## src/rtl/siso_ctrl.sv

```systemverilog
// Serializes a WIDTH-bit word LSB-first into an external DEPTH-flop SISO chain and recaptures it from the chain output.
// The captured word is presented with a valid/ready handshake, together with a flag that compares it against the word sent.
module siso_ctrl #(
  parameter int WIDTH = 8,
  parameter int DEPTH = 4
) (
  input  logic             clk,
  input  logic             rst,
  input  logic             start_valid,
  output logic             start_ready,
  input  logic [WIDTH-1:0] din,
  output logic             ser_out,
  input  logic             ser_in,
  output logic [WIDTH-1:0] dout,
  output logic             dout_valid,
  input  logic             dout_ready,
  output logic             match,
  output logic             busy
);

  localparam int CW = $clog2(WIDTH + DEPTH + 1);
  localparam int IW = (WIDTH > 1) ? $clog2(WIDTH) : 1;
  localparam logic [CW-1:0] W_C  = CW'(WIDTH);
  localparam logic [CW-1:0] D_C  = CW'(DEPTH);
  localparam logic [CW-1:0] LAST = CW'(WIDTH + DEPTH - 1);

  typedef enum logic [1:0] {IDLE, SHIFT, DONE} state_t;

  state_t           state, state_nxt;
  logic [CW-1:0]    cnt;
  logic [CW-1:0]    rx_idx;
  logic [WIDTH-1:0] tx_reg, rx_reg, rx_nxt;

  always_ff @(posedge clk) begin
    if (rst) begin
      state      <= IDLE;
      cnt        <= '0;
      tx_reg     <= '0;
      rx_reg     <= '0;
      dout       <= '0;
      dout_valid <= 1'b0;
      match      <= 1'b0;
    end else begin
      state <= state_nxt;
      case (state)
        IDLE: if (start_valid) begin
          tx_reg <= din;
          cnt    <= '0;
          rx_reg <= '0;
        end
        SHIFT: begin
          cnt    <= cnt + CW'(1);
          rx_reg <= rx_nxt;
          // rx_nxt already holds the last bit arriving on this edge
          if (cnt == LAST) begin
            dout       <= rx_nxt;
            match      <= (rx_nxt == tx_reg);
            dout_valid <= 1'b1;
          end
        end
        DONE: if (dout_ready) dout_valid <= 1'b0;
        default: ;
      endcase
    end
  end

  always_comb begin
    state_nxt   = state;
    start_ready = 1'b0;
    busy        = 1'b0;
    ser_out     = 1'b0;
    rx_nxt      = rx_reg;
    rx_idx      = cnt - D_C;
    case (state)
      IDLE: begin
        start_ready = 1'b1;
        if (start_valid) state_nxt = SHIFT;
      end
      SHIFT: begin
        busy = 1'b1;
        if (cnt < W_C) ser_out = tx_reg[cnt[IW-1:0]];
        // the chain output lags ser_out by DEPTH clocks
        if (cnt >= D_C) rx_nxt[rx_idx[IW-1:0]] = ser_in;
        if (cnt == LAST) state_nxt = DONE;
      end
      DONE: if (dout_ready) state_nxt = IDLE;
      default: state_nxt = IDLE;
    endcase
  end

endmodule

```

## config.mk

```make
export PLATFORM = sky130hd
export DESIGN_NAME = siso_ctrl
export DESIGN_NICKNAME = d
export VERILOG_FILES = /design/src/rtl/siso_ctrl.sv
export SDC_FILE = /design/constraint.sdc
export NUM_CORES = 1
export LEC_CHECK = 0
export BUFFER_PORTS_ARGS = -buffer_cell sky130_fd_sc_hd__buf_2
export CAP_MARGIN = 10
export CORE_MARGIN = 3
export CORE_UTILIZATION = 45
export DETAILED_ROUTE_END_ITERATION = 7
export PLACE_DENSITY_LB_ADDON = 0.1
export SYNTH_ARGS = -nofsm -noshare
export SYNTH_HDL_FRONTEND = slang
export SYNTH_SLANG_ARGS = --single-unit
```

## constraint.sdc

```tcl
create_clock -name clk -period 2.5 [get_ports clk]
set_clock_uncertainty 0.05 [all_clocks]
set_input_delay 0.25 -clock clk [delete_from_list [all_inputs] [get_ports clk]]
set_output_delay 0.25 -clock clk [all_outputs]
set_load 0.02 [all_outputs]
```

==> flow_metrics.env <==
export IMPL_grt_pass1_wl_um=6265
export IMPL_final_max_slew_viol_count=0
export IMPL_syn_area_um2=1652
export IMPL_clk_insertion_delay_late_ps=280
export IMPL_dp_hpwl_um=2737
export IMPL_clockBufferDepth=2
export IMPL_async_reset_ff_share_pct=0
export IMPL_status="completed"
export IMPL_muxShareOfSynthArea_pct=5.000
export IMPL_wl_per_cell_um=14.64
export IMPL_dieWidth_um=66.58
export IMPL_num_rows=21
export IMPL_layout_common_cells="32 x dfxtp_1, 25 x buf_2, 22 x nor2_1, 21 x nand2_1, 20 x a21oi_1"
export IMPL_initialDrtViolationCount=108
export IMPL_hp_start="din[7]"
export IMPL_final_common_cell="dfxtp_1"
export IMPL_first_pass_iters=4
export IMPL_grt_pass1_vias=1336
export IMPL_clkPwrFrac_pct=39.7
export IMPL_grtUsageMet3_pct=4.890
export IMPL_cts_setup_buffers=0
export IMPL_leakagePower_nw=0.6826
export IMPL_numCtsBuffers=5
export IMPL_cts_hold_buf=0
export IMPL_antenna_cells=0
export IMPL_synth_distinct_cells=47
export IMPL_antenna_found_initial=0
export IMPL_vias=1427
export IMPL_power_frac_comb_pct=9.0
export IMPL_finalPower_w=0.001049
export IMPL_slew_headroom_pct=61.95
export IMPL_rsz0062_at_grt="no"
export IMPL_r2r_start="cnt[2]"
export IMPL_fp_dieArea_um2=4433
export IMPL_seq_power_share_pct=51.3
export IMPL_start_kind="flop"
export IMPL_setup_violations=0
export IMPL_ys_warn_count=0
export IMPL_required_ps=2670
export IMPL_power_density_nw_per_um2=562.6
export IMPL_avgViaCountPerCell=5.510
export IMPL_synth_cells=193
export IMPL_max_cap_viol_count=0
export IMPL_fin_tns_setup_ps=0
export IMPL_synth_seq_cells=32
export IMPL_use_met2_pct=30.32
export IMPL_crit_fanout=13
export IMPL_synth_edf_count=0
export IMPL_synth_seq_area_share_pct=38.79
export IMPL_period_share_pct=88.35
export IMPL_max_freq_mhz=452.8
export IMPL_top_usage_layer="met2"
export IMPL_cts_tree="yes"
export IMPL_postRouteAntennaNets=0
export IMPL_endpoint_kind="flop"
export IMPL_overflow=0
export IMPL_yosys_area_share_simple_pct=23.18
export IMPL_crit_start="cnt[2]"
export IMPL_hold_violations=0
export IMPL_layout_nets=227
export IMPL_drcViolationCount=0
export IMPL_fp_dieH_um=66.58
export IMPL_synth_flop_cell="dfxtp_1"
export IMPL_swShare_pct=23.76
export IMPL_gp_congestion=0.8624
export IMPL_synth_adder_area_share_pct=0.7576
export IMPL_path_clk_slew_ps=60
export IMPL_grt_max_degree=31
export IMPL_grt_use_met1_pct=24.00
export IMPL_cts_max_level=2
export IMPL_cts_resized=0
export IMPL_p_sw_w=0.0002492
export IMPL_internal_power_w=0.0007997
export IMPL_synth_xor_area_share_pct=2.652
export IMPL_syn_nets=207
export IMPL_grtUsageTotal_pct=18.68
export IMPL_synth_top_family_by_area="compound AO/OA/AOI/OAI gates"
export IMPL_worst_hold_path_type="primary input to flop"
export IMPL_syn_to_final_growth_pct=12.88
export IMPL_coreArea_um2=3442
export IMPL_path_class="flop to flop"
export IMPL_period_minus_slack_ps=2209
export IMPL_drive_above_1_share_pct=23.47
export IMPL_crit_arrival_ps=2380
export IMPL_synth_compound_area_share_pct=24.09
export IMPL_start_util_pct=47.98
export IMPL_ir_drop_mv=0.2768
export IMPL_avgSynthCellArea_um2=8.557
export IMPL_pin_count=26
export IMPL_cts_root_buf="clkbuf_8"
export IMPL_cts_num_sinks=32
export IMPL_io_buffers=25
export IMPL_worst_slew_pin_slew_ps=565.7
export IMPL_drt_total_wl_um=3792
-- worst max-delay path, stage by stage (launching register included) --
cell     delay [ps]
dfxtp_1         560
nor2b_4         300
nor3b_1         450
mux2i_1         280
nor2_1           60
nor4_1          270
a31o_1          170
-- cells in the mapped netlist, types with 2 or more instances --
| cell type | number | area [µm²] |
|---|---|---|
| a211oi_1 | 6 | 45.04 |
| a21oi_1 | 20 | 100.1 |
| a22oi_1 | 6 | 45.04 |
| a31oi_1 | 4 | 25.02 |
| and2_1 | 2 | 12.51 |
| and3_1 | 2 | 12.51 |
| buf_2 | 2 | 10.01 |
| clkbuf_1 | 7 | 26.28 |
| dfxtp_1 | 32 | 640.6 |
| inv_1 | 3 | 11.26 |
| mux2_2 | 2 | 22.52 |
| mux2i_1 | 6 | 60.06 |
| nand2_1 | 21 | 78.83 |
| nand3_1 | 7 | 35.03 |
| nand4_1 | 3 | 18.77 |
| nor2_1 | 22 | 82.58 |
| nor2b_4 | 2 | 27.53 |
| nor3b_1 | 3 | 22.52 |
| o21ai_0 | 12 | 60.06 |
| xnor2_1 | 4 | 35.03 |
-- routing by layer --
layer	routed length, µm	up-vias
li1	-	725
met1	1738	656
met2	1783	42
met3	221	4
met4	49	0
met5	0	-
-- through the flow --
step / area [µm²] / cells / setup slack (ps) / utilization (%) / hold WS, ps
5_1_grt: 1864 / 259 / 67.97 / 54.16 / 164.0
4_1_cts: 1864 / 259 / 308.1 / 54.16 / 154.0
3_5_place_dp: 1768 / 252 / 370.4 / 51.36 / 429.9
2_1_floorplan: 1652 / 193 / 690.6 / - / 336.0
6_report: 1864 / 259 / 291.3 / 54.16 / 158.1
3_3_place_gp: 1768 / 252 / 414.3 / 51.36 / 413.7
-- power groups by stage --
stage / sequential (W) / clock (W) / combinational [W]
6_report: 0.000538 / 0.000416 / 0.0000941
5_1_grt: 0.000540 / 0.000450 / 0.000107
4_1_cts: 0.000538 / 0.000428 / 0.0000943
3_5_place_dp: 0.000549 / 0 / 0.0000940
3_3_place_gp: 0.000549 / 0 / 0.0000932
2_1_floorplan: 0.000541 / 0 / 0.0000782
-- cell families (layout without fill, tap and decap cells) --
group / Yosys count / count (layout)
xor gates and xnor gates: 5 / 5
DFF: 32 / 32
buffers and inverters: 17 / 37
muxes: 8 / 8
adders and majority gates: 1 / 1
AOI/OAI and AO/OA: 58 / 58
and+or+nand+nor: 72 / 72
-- area by class of cell --
| cell class | instances | area [µm²] |
|---|---|---|
| tap | 46 | 57.56 |
| sequential | 32 | 640.6 |
| clock buffer | 7 | 96.34 |
| timing repair buffer | 26 | 132.6 |
| multi-input combinational | 144 | 919.6 |
| inverter | 4 | 17.52 |
| fill | 341 | 1578 |
-- worst paths after layout --
check / cells past startpoint / to / slack (ps)
worst max-delay path: 6 / match / 290
worst min-delay path: 3 / tx_reg[7] / 160
worst max register to register: 6 / match / 290
worst min register to register: 2 / rx_reg[3] / 440
(Power assumes the default switching activity.)
